`src/rtl/axis_master.sv`:
```
// AXI4-Stream master: buffers user bytes in a first-word-fall-through FIFO and
// releases them as frames once a whole packet (or a full FIFO) is waiting.
module axis_master #(
  parameter int DATA_W = 8,
  parameter int DEPTH  = 16,
  parameter int CNT_W  = 16
) (
  input  logic                     m_axis_aclk,
  input  logic                     m_axis_arst,
  input  logic [DATA_W-1:0]        in_data,
  input  logic                     in_valid,
  input  logic                     in_last,
  output logic                     in_ready,
  output logic [DATA_W-1:0]        m_axis_tdata,
  output logic                     m_axis_tvalid,
  output logic                     m_axis_tlast,
  input  logic                     m_axis_tready,
  output logic [$clog2(DEPTH):0]   fifo_count,
  output logic [CNT_W-1:0]         pkt_sent
);

  localparam int PW = $clog2(DEPTH);
  localparam int CW = PW + 1;
  localparam logic [CW-1:0] FULL = CW'(DEPTH);

  typedef enum logic {IDLE, SEND} state_t;

  // Each entry holds {last, data}; storage is data path and is never reset.
  logic [DATA_W:0]  mem_q [DEPTH];
  logic [PW-1:0]    wr_ptr_q, wr_ptr_d;
  logic [PW-1:0]    rd_ptr_q, rd_ptr_d;
  logic [CW-1:0]    count_q, count_d;
  logic [CW-1:0]    avail_q, avail_d;
  logic [CNT_W-1:0] sent_q, sent_d;
  state_t           state_q, state_d;

  logic              full, empty;
  logic              push, pop, push_last, pop_last;
  logic [DATA_W:0]   head;
  logic              head_last;
  logic [DATA_W-1:0] head_data;
  logic              tvalid;

  assign full      = (count_q == FULL);
  assign empty     = (count_q == '0);
  assign head      = mem_q[rd_ptr_q];
  assign head_last = head[DATA_W];
  assign head_data = head[DATA_W-1:0];

  assign push      = in_valid && !full;
  assign push_last = push && in_last;
  assign tvalid    = (state_q == SEND) && !empty;
  assign pop       = tvalid && m_axis_tready;
  assign pop_last  = pop && head_last;

  always_comb begin
    wr_ptr_d = wr_ptr_q;
    rd_ptr_d = rd_ptr_q;
    count_d  = count_q;
    avail_d  = avail_q;
    sent_d   = sent_q;
    if (push) wr_ptr_d = wr_ptr_q + 1'b1;
    if (pop)  rd_ptr_d = rd_ptr_q + 1'b1;
    case ({push, pop})
      2'b10:   count_d = count_q + 1'b1;
      2'b01:   count_d = count_q - 1'b1;
      default: count_d = count_q;
    endcase
    // pkt_avail counts complete packets sitting in the FIFO
    case ({push_last, pop_last})
      2'b10:   avail_d = avail_q + 1'b1;
      2'b01:   avail_d = avail_q - 1'b1;
      default: avail_d = avail_q;
    endcase
    if (pop_last) sent_d = sent_q + 1'b1;
  end

  always_comb begin
    state_d = state_q;
    case (state_q)
      IDLE: if ((avail_q != '0) || full) state_d = SEND;
      SEND: if (pop_last) state_d = IDLE;
      default: state_d = IDLE;
    endcase
  end

  always_ff @(posedge m_axis_aclk) begin
    if (push) mem_q[wr_ptr_q] <= {in_last, in_data};
  end

  always_ff @(posedge m_axis_aclk) begin
    if (m_axis_arst) begin
      wr_ptr_q <= '0;
      rd_ptr_q <= '0;
      count_q  <= '0;
      avail_q  <= '0;
      sent_q   <= '0;
      state_q  <= IDLE;
    end else begin
      wr_ptr_q <= wr_ptr_d;
      rd_ptr_q <= rd_ptr_d;
      count_q  <= count_d;
      avail_q  <= avail_d;
      sent_q   <= sent_d;
      state_q  <= state_d;
    end
  end

  assign in_ready      = !full;
  assign m_axis_tvalid = tvalid;
  assign m_axis_tdata  = tvalid ? head_data : '0;
  assign m_axis_tlast  = tvalid ? head_last : 1'b0;
  assign fifo_count    = count_q;
  assign pkt_sent      = sent_q;

endmodule

```
`config.mk`:
```
export PLATFORM = sky130hd
export DESIGN_NAME = axis_master
export DESIGN_NICKNAME = d
export VERILOG_FILES = /design/src/rtl/axis_master.sv
export SDC_FILE = /design/constraint.sdc
export NUM_CORES = 1
export LEC_CHECK = 0
export CAP_MARGIN = 20
export CORE_MARGIN = 2
export CORE_UTILIZATION = 59
export CTS_CLUSTER_SIZE = 24
export DETAILED_ROUTE_END_ITERATION = 10
export GPL_ROUTABILITY_DRIVEN = 1
export PLACE_DENSITY = 0.86
export SLEW_MARGIN = 30
export SYNTH_ARGS = -nofsm -noshare
export SYNTH_HDL_FRONTEND = slang
export SYNTH_SLANG_ARGS = --single-unit
```
`constraint.sdc`:
```
create_clock -name m_axis_aclk -period 4.6 [get_ports m_axis_aclk]
set_input_delay 0.92 -clock m_axis_aclk [delete_from_list [all_inputs] [get_ports m_axis_aclk]]
set_output_delay 0.92 -clock m_axis_aclk [all_outputs]
set_load 0.02 [all_outputs]
```
==> results of run 1 <==
[area by class of cell]
class                      instances  area, um2  area share
sequential                       183       5110       0.572
clock buffer                      20        447      0.0501
multi-input combinational        252       2310       0.259
clock inverter                    12        221      0.0248
timing repair buffer              59        566      0.0634
inverter                          14       52.6     0.00589
tap                              172        215      0.0241
[flip-flops by register name (all words and copies together), names as in the netlist, named ones only]
| signal | flops |
|---|---|
| wr_ptr_q | 4 |
| pkt_sent | 16 |
| fifo_count | 5 |
| rd_ptr_q | 4 |
| avail_q | 5 |
| state_q | 1 |
| mem_q | 144 |
[kinds of logic after synthesis]
kind of cell / after synthesis / synth area share
XOR/XNOR: 22 / 0.0254
AND/OR/NAND/NOR: 117 / 0.0751
adder cells (fa/ha/maj): 15 / 0.0258
multiplexers: 52 / 0.136
flip-flops: 183 / 0.674
AO/OA/AOI/OAI: 46 / 0.0419
buffers and inverters: 39 / 0.0225
[layer usage]
| metal | vias to the layer above | global-route usage |
|---|---|---|
| met3 | 30 | 0.0589 |
| met1 | 2156 | 0.310 |
| met2 | 166 | 0.394 |
| li1 | 1911 | - |
| met4 | 0 | 0.114 |
| met5 | - | 0 |
[where the power goes]
part | switching [uW] | internal, uW | leakage, uW
clock network | 591 | 1030 | 0.000328
registers | 24.2 | 1810 | 0.00162
logic | 110 | 96.4 | 0.00103
total | 725 | 2940 | 0.00298
[tightest hold or removal path, cell delays in order, from the launching register on]
cell and delay [ps]:
dfxtp_1 320, o21ai_0 70, a21oi_1 60
[final timing paths]
check             depth (start not counted)                       to  slack (ps)
setup / recovery                          5          m_axis_tdata[4]         470
hold / removal                            2  avail_q[4]$_SDFFE_PP0P_         500
hold reg to reg                           2  avail_q[4]$_SDFFE_PP0P_         500
setup reg to reg                         13  avail_q[4]$_SDFFE_PP0P_         560
[metrics by stage]
step | total power, uW | utilization | hold slack (ps)
global route | 3770 | 0.710 | 514
floorplan | 1990 | - | 458
finish | 3660 | 0.710 | 499
CTS | 3680 | 0.710 | 497
global placement | 2060 | 0.656 | 482
detailed placement | 2070 | 0.657 | 487
[placed cells by master (no fill, tap or decap), drive strengths merged, types with 3 or more instances in the layout]
cell type	instances
a21o	4
nor3	10
nor2b	15
a21oi	18
dfxtp	39
clkdlybuf4s50	44
inv	15
mux2i	6
a31o	3
buf	15
mux4	40
clkbuf	20
and3	7
ha	14
xor2	12
or4	3
edfxtp	144
nand2b	5
nand2	12
o21ai	4
clkinv	5
bufinv	6
xnor2	10
nand3	6
nand4	5
mux2	6
a21boi	5
nor2	48
==> key figures, run 1 <==
Routing
  – M1 WL: 6300 um
  – Final ANT Viol Nets: 0
  – Via density: 5.99
  – Average routed wire per standard cell: 22.2 um
  – TritonRoute pass-1 iters: 4
  – Initial drt markers: 418
  – Met3 routed WL: 970 um
  – Met2 routed WL: 8030 um
  – Final WL: around 16000 um
  – Residual DRC: 0
  – DR top layer: met4
  – Via count: 4263

Setup path
  – CP Buf/Inv Count: 2
  – WS Path Type: reg2out
  – Max incr delay on CP: approximately 770 ps
  – CP top delay family: multiplexers
  – CP Data Required Time: 3680 ps
  – Crit-path max FO: 21
  – CP Data Arrival Time: 3210 ps
  – Ordered cell list for the critical path: buf_12 > mux4_2 > mux4_2 > nor2b_1 > clkdlybuf4s50_1
  – Startpoint types: flop
  – CP most frequent cell: mux4_2
  – CP endpoint kind: primary output
  – Crit path max-delay cell type: dfxtp_2

Placement
  – Placed insts: 680
  – DP HPWL: about 9500 um
  – Port Buffer Count: 44
  – Placed cell area: 8250 um2
  – Post-placement worst setup slack: 275 ps
  – GP Congestion: 0.849

Clocking
  – CTS Buf Count: 17
  – Worst-Skew Late Latency: 430 ps
  – CTS Root Cell: clkbuf_16
  – Clock Pin Slew Worst Setup and Hold Paths: roughly 70 ps
  – Post_cts resized: 0
  – CTS sink count: between 150 and 200
  – Hold_buf cts: 0
  – Clock Path Buffers: 2
  – Htree depth: 4
  – CTS tree: yes
  – Post-CTS Setup Bufs: 0

STA
  – Worst-Margin Slew: slightly below 1000 ps
  – Setup violators final: 0
  – Setup TNS Final: 0 ps
  – Final min period: 4130 ps
  – Final Hold Viols: 0
  – Tcrit/Tclk final: 0.899
  – Setup Skew: 9.57 ps
  – Final Max Slew Viols: 0
  – FMAX: 242 MHz
  – Slew headroom: 0.346
  – Setup ws final: 466 ps
  – Unrepaired setup endpoints after global routing: no

Yosys
  – Async SR Flop Fraction: 0
  – Number of synthesized flops with an enable pin: roughly 140
  – Post-synth top cells: 144 x edfxtp_1, 48 x nor2_1, 40 x mux4_2
  – Synth Register Bits: 183
  – Warnings from Yosys: 0
  – Syn nets: 502
  – Top-area cell type share of the netlist area: 0.571
  – Synthesized area per cell: 16.0 um2
  – Count leader, synth: edfxtp_1
  – Area leader, netlist: edfxtp_1
  – Largest cells by area after synthesis: edfxtp_1 57%, mux4_2 12%, dfxtp_1 10%, nor2_1 2.4%, ha_1 2.3%
  – Top FF cell, synth: edfxtp_1
  – Netlist cell types: between 40 and 50
  – Mapped Area: roughly 7600 um2
  – Seq/Total Area, Yosys: 0.674
  – Post-Syn Instances: 474

Floorplanning
  – Io pins: 45
  – Area of the core region: approximately 13000 um2
  – Initial core utilization: 0.603
  – Die X: 117 um
  – Die height: 117 um
  – Std cell rows: 41
  – Full die area: 13800 um2

Min path
  – Hold crit path type: reg2reg
  – Worst Hold Launch: avail_q[4]$_SDFFE_PP0P_

Final layout
  – N_diodes: 0
  – Share of cells above drive strength 1: 0.187
  – Design area: roughly 9000 um2
  – Filler Cell Count: 758
  – Final #Nets: approximately 560
  – Layout Cells excl Fill: 712
  – Area delta synth->final: 17.7%

Pwr
  – Power Dens Cells: 411 nW/um2
  – Total leakage power: between 0.002 and 0.003 uW
  – Max VDD drop: around 0.00024 V

Global route
  – Initial antenna violation count: 0
  – First-pass GRT wire length: 24400 um
  – Vias in the first global route: 4397
  – Largest net degree at the start of global routing: between 40 and 50
  – Grt total ovfl: 0
  – GRT Total Usage: 0.242

Flow run
  – Max-cap check violation count: 0

Run status
  – Status: complete, no violations
Power figures use the tool's default switching activity.
==> inputs of run 2 (changes only) <==
GPL_ROUTABILITY_DRIVEN = not set   (was 1)
PLACE_DENSITY = 0.81   (was 0.86)
REMOVE_ABC_BUFFERS = 1   (was not set)
==> key figures, run 2 (synthesized netlist as in run 1, its figures left out) <==
STA
  – Setup Skew: 6.77 ps (was 9.57 ps)
  – Unrepaired setup endpoints after global routing: no (unchanged)
  – Final min period: 3930 ps (was 4130 ps)
  – FMAX: 254 MHz (was 242 MHz)
  – Final Max Slew Viols: 0 (unchanged)
  – Worst-Margin Slew: 916 ps (was 977 ps)
  – Slew headroom: 0.389 (was 0.346)
  – Setup violators final: 0 (unchanged)
  – Setup ws final: 666 ps (was 466 ps)
  – Final Hold Viols: 0 (unchanged)
  – Tcrit/Tclk final: 0.855 (was 0.899)
  – Setup TNS Final: 0 ps (unchanged)

Final layout
  – Max reg flops: 144 (unchanged)
  – Filler Cell Count: 802 (was 758)
  – Reg area: 5110 um2 (unchanged)
  – Multi-input logic area: 2310 um2 (unchanged)
  – Commonest non-fill, non-tap cell in the layout: edfxtp_1 (unchanged)
  – Area delta synth->final: 16.5% (was 17.7%)
  – Top reg by flops: mem_q (unchanged)
  – Share of cells above drive strength 1: 0.191 (was 0.187)
  – N_diodes: 0 (unchanged)
  – Layout Cells excl Fill: 717 (was 712)
  – Most frequent cells in the layout: 144 x edfxtp_1, 44 x nor2_1, 44 x clkdlybuf4s50_1 (unchanged)
  – Final #Nets: 560 (was 555)
  – Post-layout util: 0.703 (was 0.710)

Routing
  – Residual DRC: 0 (unchanged)
  – Average routed wire per standard cell: 21.8 um (was 22.2 um)
  – Final ANT Viol Nets: 0 (unchanged)
  – Final WL: 15600 um (was 15800 um)
  – Via density: 5.94 (was 5.99)
  – Via count: 4262 (was 4263)
  – TritonRoute pass-1 iters: 5 (was 4)
  – Initial drt markers: 463 (was 418)

Run status
  – Status: complete, no violations (unchanged)

Floorplanning
  – Io pins: 45 (unchanged)
  – Die X: 117 um (unchanged)
  – Area of the core region: 12600 um2 (unchanged)
  – Full die area: 13800 um2 (unchanged)
  – Initial core utilization: 0.603 (unchanged)
  – Std cell rows: 41 (unchanged)
  – Die height: 117 um (unchanged)

Clocking
  – Clock Path Buffers: 2 (unchanged)
  – Worst-Skew Late Latency: 430 ps (about the same)
  – Post-CTS Setup Bufs: 0 (unchanged)
  – CTS Buf Count: 17 (unchanged)
  – CTS sink count: 183 (unchanged)
  – Hold_buf cts: 0 (unchanged)
  – Post_cts resized: 0 (unchanged)
  – CTS Root Cell: clkbuf_16 (unchanged)
  – CTS tree: yes (unchanged)
  – Clock Pin Slew Worst Setup and Hold Paths: 60 ps (was 70 ps)
  – Htree depth: 4 (unchanged)

Pwr
  – Total leakage power: 0.00294 uW (was 0.00298 uW)
  – Power Dens Cells: 385 nW/um2 (was 411 nW/um2)
  – Max VDD drop: 0.000478 V (was 0.000238 V)
  – Total Power: 3400 uW (was 3660 uW)

Global route
  – GRT Total Usage: 0.241 (was 0.242)
  – Initial antenna violation count: 0 (unchanged)
  – Global routing's busiest layer: met2 (unchanged)
  – Met3 Use GR: 0.0506 (was 0.0589)
  – Largest net degree at the start of global routing: 23 (was 41)
  – Met1 usage: 0.309 (was 0.310)
  – M2 GR Usage: 0.413 (was 0.394)
  – First-pass GRT wire length: 24500 um (was 24400 um)
  – Grt total ovfl: 0 (unchanged)
  – Vias in the first global route: 4322 (was 4397)

Placement
  – GP Congestion: 0.802 (was 0.849)
  – DP HPWL: 9860 um (was 9540 um)
  – Post-placement worst setup slack: 382 ps (was 275 ps)
  – Port Buffer Count: 44 (unchanged)
  – Placed insts: 685 (was 680)

Setup path
  – Startpoint types: flop (unchanged)
  – CP Data Required Time: 4940 ps (was 3680 ps)
  – R2R depth: 13 (unchanged)
  – Crit-path max FO: 17 (was 21)
  – WS Path Type: reg2reg (was reg2out)
  – CP Data Arrival Time: 4280 ps (was 3210 ps)
  – CP endpoint kind: flop (was primary output)

Min path
  – Hold crit path type: reg2reg (unchanged)
  – Min-Delay Path Depth: 2 (unchanged)

Flow run
  – Max-cap check violation count: 0 (unchanged)
run 2: changes by cell type in the layout (fill, tap and decap cells not counted):
| cell | change |
|---|---|
| buf_12 | -1 |
| buf_4 | +6 |
| clkinv_2 | -2 |
| clkbuf_8 | -1 |
| inv_6 | +4 |
| clkinv_1 | +2 |
| bufinv_16 | -5 |
| clkinvlp_4 | +2 |
run 2: final timing paths:
| kind | from | to | slack (ps) |
|---|---|---|---|
| worst max-delay path | flop | avail_q[4]$_SDFFE_PP0P_ | 670 |
| worst min-delay path | avail_q[4]$_SDFFE_PP0P_ | avail_q[4]$_SDFFE_PP0P_ | 520 |
| worst max register to register | flop | avail_q[4]$_SDFFE_PP0P_ | 670 |
| worst min register to register | avail_q[4]$_SDFFE_PP0P_ | avail_q[4]$_SDFFE_PP0P_ | 520 |
run 2: power by group:
part / leakage, uW / total (uW) / switching [uW] / internal [uW]
Sequential: 0.00162 / 1830 / 17.9 / 1810
Clock: 0.000264 / 1360 / 606 / 750
Combinational: 0.00106 / 215 / 118 / 96.1
run 2: cell type report:
| class | instances | share of cell area |
|---|---|---|
| clock buffers | 19 | 0.0490 |
| clock inverters | 13 | 0.0135 |
| inverters | 14 | 0.00595 |
| multi-input cells | 252 | 0.262 |
| flip-flops and latches | 183 | 0.578 |
| repair buffers | 64 | 0.0669 |
| well taps | 172 | 0.0244 |
run 2: critical path, cell delays in order (launching register included):
cell and delay, ps:
dfxtp_1 920, mux2_2 300, o2bb2ai_1 70, or4_1 520
nand2_2 190, ha_1 360, xor2_1 190, ha_1 210
a21boi_0 210, o22a_1 180, a21oi_1 80, xor2_1 150
or3_1 310, a21oi_1 150
run 2: through the flow:
step | hold slack [ps] | area, um2
finish | 517 | 8830
detailed placement | 494 | 8270
floorplan | 452 | 7460
CTS | 503 | 8820
global route | 525 | 8830
global placement | 490 | 8270
run 2: per-layer routing:
metal / part of all wire / vias up
met2: 0.53 / 152
li1: - / 1917
met5: 0 / -
met3: 0.062 / 25
met1: 0.39 / 2168
met4: 0.019 / 0
==> patch 1 (settings of run 1) <==
The parameter `DEPTH` goes from 16 to 8.
--- a/src/rtl/axis_master.sv
+++ b/src/rtl/axis_master.sv
@@ -3,5 +3,5 @@
 module axis_master #(
   parameter int DATA_W = 8,
-  parameter int DEPTH  = 16,
+  parameter int DEPTH  = 8,
   parameter int CNT_W  = 16
 ) (
Ports: changed (resized fifo_count); port bits go from 45 to 44. No check against the original RTL was run, so the function may have changed too.
==> patch 1 against run 1 <==
Die area shrank 40%; clock skew shrank 0.0012 ns; non-clock buffer count shrank 10; final area shrank 42%; largest power group unchanged; combinational power shrank 23%; register-to-register slack gained 0.42 ns; setup slack gained 0.35 ns; sequential cell count shrank 77; highest routed layer unchanged; routed wire length shrank 47%; fmax grew 9.3%; hold slack gained 0.0022 ns; critical endpoint is now m_axis_tdata[0]; count of clock-buffer cells in the layout shrank 11; synthesized area shrank 41%; power shrank 52%.
==> patch 1: results (changes against run 1) <==
INFO  metric dp_hpwl = 5590 µm (-41%)
INFO  metric design_power_total = 0.00176 W (-52%)
INFO  metric synth_compound_area_share = 7.36% (+3.2 points)
INFO  metric ctsHtreeMaxLevel = 3 (-1)
INFO  metric routabilityCongestion = 0.760 (-10%)
INFO  metric result_of_the_run = complete, no violations
INFO  metric grt_pass1_vias = 2,655 (-40%)
INFO  metric met1_usage = 26.9% (-4.1 points)
INFO  metric seq_cells = 106 (-42%)
INFO  metric fill_cells = 509 (-33%)
INFO  metric preCtsSetupSlack = 0.933 ns (+0.657 ns)
INFO  metric vias_per_cell = 5.96 (-0.43%)
INFO  metric clock_buffers = 9 (-55%)
INFO  metric avgRoutedWirePerCell = 17.8 µm (-20%)
INFO  metric post_layout_nonfiller_instances = 471 (-34%)
INFO  metric power.sequential.total = 0.00107 W (-42%)
INFO  metric synthCells = 320 (-32%)
INFO  metric buffer_area_share = 9.03% (+2.7 points)
INFO  metric grtUsageTotal = 20.7% (-3.5 points)
INFO  metric clock_latency = 0.36 ns (-0.07 ns)
INFO  metric power.leakage = 1.68 nW (-44%)
INFO  metric seq-cell-share = 54.6% (-2.7 points)
INFO  metric ctsRootBufferMaster = sky130_fd_sc_hd__clkbuf_8
INFO  metric number_of_unique_standard_cell_types_used_by_synthesis = 42 (-11%)
INFO  metric worstHoldStart = pkt_sent[15]
INFO  metric numPortBuffers = 43 (-2.3%)
INFO  metric multi_input_gate_share_of_total_cell_area = 29.8% (+3.9 points)
INFO  metric regToRegSetupSlack = 0.98 ns (+0.42 ns)
INFO  metric synth_nets = 342 (-32%)
INFO  metric reg2reg_to = avail_q[2]
INFO  metric post_route_cells_drive_above_1_share = 12.9% (-5.8 points)
INFO  metric synth_top_cells_by_area = sky130_fd_sc_hd__edfxtp_1 48%, sky130_fd_sc_hd__dfxtp_1 15%, sky130_fd_sc_hd__mux4_2 7.1%, sky130_fd_sc_hd__ha_1 2.5%, sky130_fd_sc_hd__mux2i_1 2.5%
INFO  metric largest_register_ffs = 72 (-50%)
INFO  metric power.combinational.total = 0.000160 W (-23%)
INFO  metric detail_route.first_pass.iterations = 5 (+1)
INFO  metric placed_area = 0.00501 mm² (-39%)
INFO  metric synth_top_cells_by_count = 72 x sky130_fd_sc_hd__edfxtp_1, 34 x sky130_fd_sc_hd__dfxtp_1, 26 x sky130_fd_sc_hd__nor2_1, 20 x sky130_fd_sc_hd__a21oi_1, 19 x sky130_fd_sc_hd__nand2_1
[patch 1: changes by cell type after synthesis, moves of 8 or more]
cell | run 1 | this run
sky130_fd_sc_hd__mux4_2 | 40 | 14
sky130_fd_sc_hd__nand2_1 | 11 | 19
sky130_fd_sc_hd__nor2_1 | 48 | 26
sky130_fd_sc_hd__edfxtp_1 | 144 | 72
sky130_fd_sc_hd__nor2b_1 | 15 | 4
[patch 1: worst max path at each step]
stage                           end  slack, ns
CTS                 m_axis_tdata[1]       0.75
global placement         avail_q[2]       1.03
global route        m_axis_tdata[1]       0.67
finish              m_axis_tdata[0]       0.82
detailed placement       avail_q[2]       0.93
floorplan                avail_q[2]       1.50
[patch 1: critical path, stage by stage, from the launching register on]
cell and delay [ns]:
sky130_fd_sc_hd__dfxtp_1 0.75, sky130_fd_sc_hd__buf_4 0.35, sky130_fd_sc_hd__mux4_1 0.60, sky130_fd_sc_hd__mux2i_1 0.15, sky130_fd_sc_hd__nor2_1 0.07, sky130_fd_sc_hd__clkdlybuf4s50_1 0.58
==> patch 2 (settings of run 1) <==
Made on the original files. Put one more register stage on the output `fifo_count`. The value now appears one clock later. The other outputs are not delayed to match.
--- a/src/rtl/axis_master.sv
+++ b/src/rtl/axis_master.sv
@@ -111,5 +111,7 @@
   assign m_axis_tdata  = tvalid ? head_data : '0;
   assign m_axis_tlast  = tvalid ? head_last : 1'b0;
-  assign fifo_count    = count_q;
+  always_ff @(posedge m_axis_aclk) begin
+    fifo_count <= count_q;
+  end
   assign pkt_sent      = sent_q;
 
Function: changed (a bounded check fails within 4 cycles, from zero or initial values and one cycle with m_axis_arst high).
==> patch 2 against run 1 <==
Sequential share of layout area decreased by 0.24 points; routed wire length increased by 6.3%; via count increased by 7.6%; hold slack got worse by 0.091 ns; power decreased by 3.7%; synthesized cell count increased by 5.5%; sequential cell count increased by 5; synthesized area increased by 4.2%; final area increased by 2.4%; final cell count increased by 3.9%; clock power decreased by 12%; setup slack got worse by 0.0070 ns.
==> patch 2: results (changes against run 1) <==
INFO  metric result_of_the_run = complete, no violations
INFO  metric first_iter_violations = 498 (+19%)
INFO  metric total_switching_power = 0.000770 W (+6.1%)
INFO  metric clock-skew-final = 0.00964 ns (+0.0000766 ns)
INFO  metric adder_cell_fraction_of_synth_area = 2.47% (-0.10 points)
INFO  metric synth_nets = 528 (+5.2%)
INFO  metric synthMuxAreaShare = 15.4% (+1.8 points)
INFO  metric post_route_cells_drive_above_1_share = 22.2% (+3.5 points)
INFO  metric crit_path_max_incr_delay = 0.85 ns (+0.08 ns)
INFO  metric detail_route.wirelength = 16,800 µm (+6.3%)
INFO  metric preCtsSetupSlack = 0.391 ns (+0.115 ns)
INFO  metric routabilityCongestion = 0.784 (-7.7%)
INFO  metric ctsRootBufferMaster = sky130_fd_sc_hd__clkbuf_16
INFO  metric crit_arrival = 3.22 ns (about the same)
INFO  metric synthesized_area_fraction_occupied_by_xor_and_xnor_cells = 1.22% (-1.3 points)
INFO  metric synth_compound_area_share = 3.96% (-0.23 points)
INFO  metric crit_path_max_fanout = 16 (-24%)
INFO  metric power_report.internal_total = 0.00276 W (-6.2%)
INFO  metric synthCells = 500 (+5.5%)
INFO  metric clock_power_share = 40.4% (-3.9 points)
INFO  metric numPortBuffers = 44 (unchanged)
INFO  metric vias_per_cell = 6.20 (+3.6%)
INFO  metric power.leakage = 3.00 nW (+0.64%)
INFO  metric synth_seq_area_share = 65.9% (-1.4 points)
INFO  metric pin_count_of_the_biggest_net_entering_global_routing = 38 (-7.3%)
INFO  metric grt_pass1_vias = 4,558 (+3.7%)
INFO  metric timing.max_slew.rel_slack = 44.0% (+9.4 points)
INFO  metric number_of_unique_standard_cell_types_used_by_synthesis = 52 (+11%)
INFO  metric grtUsageTotal = 24.9% (+0.67 points)
INFO  metric synth_top_cells_by_area = sky130_fd_sc_hd__edfxtp_1 55%, sky130_fd_sc_hd__mux4_2 11%, sky130_fd_sc_hd__dfxtp_1 11%, sky130_fd_sc_hd__nor2_1 2.4%, sky130_fd_sc_hd__ha_1 2.2%
INFO  metric global_route_wire_length_before_repair = 26,100 µm (+6.7%)
INFO  metric dp_hpwl = 9830 µm (+3.1%)
INFO  metric clock_latency = 0.43 ns (about the same)
INFO  metric placed_area = 0.00855 mm² (+3.6%)
INFO  metric detail_route.first_pass.iterations = 5 (+1)
INFO  metric post_layout_nonfiller_instances = 740 (+3.9%)
INFO  metric ir_drop = 0.298 mV (+25%)
INFO  metric layout_net_count = 581 (+4.7%)
INFO  metric synth_top_cells_by_count = 144 x sky130_fd_sc_hd__edfxtp_1, 50 x sky130_fd_sc_hd__nor2_1, 44 x sky130_fd_sc_hd__dfxtp_1, 40 x sky130_fd_sc_hd__mux4_2, 27 x sky130_fd_sc_hd__nor2b_1
patch 2: cell count changes after synthesis, sizes merged, moves of 5 or more:
cell / run 1 / this run
a21oi: 18 / 24
dfxtp: 39 / 44
xnor2: 10 / 3
mux2: 6 / 18
nand2: 12 / 18
nor2b: 15 / 27
inv: 14 / 9
patch 2: worst paths after layout:
check | from | end | slack (ns) | cells past startpoint
hold / removal | count_q[3] | fifo_count[3] | 0.41 | 0
setup / recovery | register | m_axis_tdata[1] | 0.46 | 5
setup reg to reg | register | avail_q[4] | 0.65 | 13
hold reg to reg | count_q[3] | fifo_count[3] | 0.41 | 0
patch 2: critical path: cells and delay by family (launching register included):
| family | cells | cell delay, ns |
|---|---|---|
| buffers and inverters | 2 | 0.89 |
| muxes | 2 | 0.87 |
| and+or+nand+nor | 1 | 0.16 |
| DFF | 1 | 0.85 |
patch 2: final cells by class:
cell class	count	area (µm²)	share of cell area, %
repair buffers	61	576	6.30
flip-flops and latches	188	5210	57.0
clock buffers	18	429	4.70
clock inverters	12	143	1.56
inverters	9	33.8	0.370
well taps	176	220	2.41
multi-input cells	276	2530	27.7
patch 2: per-layer routing:
layer,wire [µm],global-route usage [%]
met1,6850,34.7
met2,8480,39.7
met3,1140,4.80
met4,348,8.97
met5,0,0
patch 2: cell families (layout without fill, tap and decap cells):
group                    Yosys count  in the layout
flip-flops                       188            188
AND/OR/NAND/NOR                  136            136
multiplexers                      67             67
AO/OA/AOI/OAI                     47             47
buffers and inverters             36            100
adder cells (fa/ha/maj)           15             15
XOR/XNOR                          11             11
patch 2: metrics by stage:
step / utilization, % / hold WS, ns
after floorplan: - / 0.374
after global placement: 65.1 / 0.393
after detailed placement: 65.1 / 0.398
after CTS: 69.4 / 0.406
after global routing: 69.5 / 0.431
final: 69.5 / 0.408
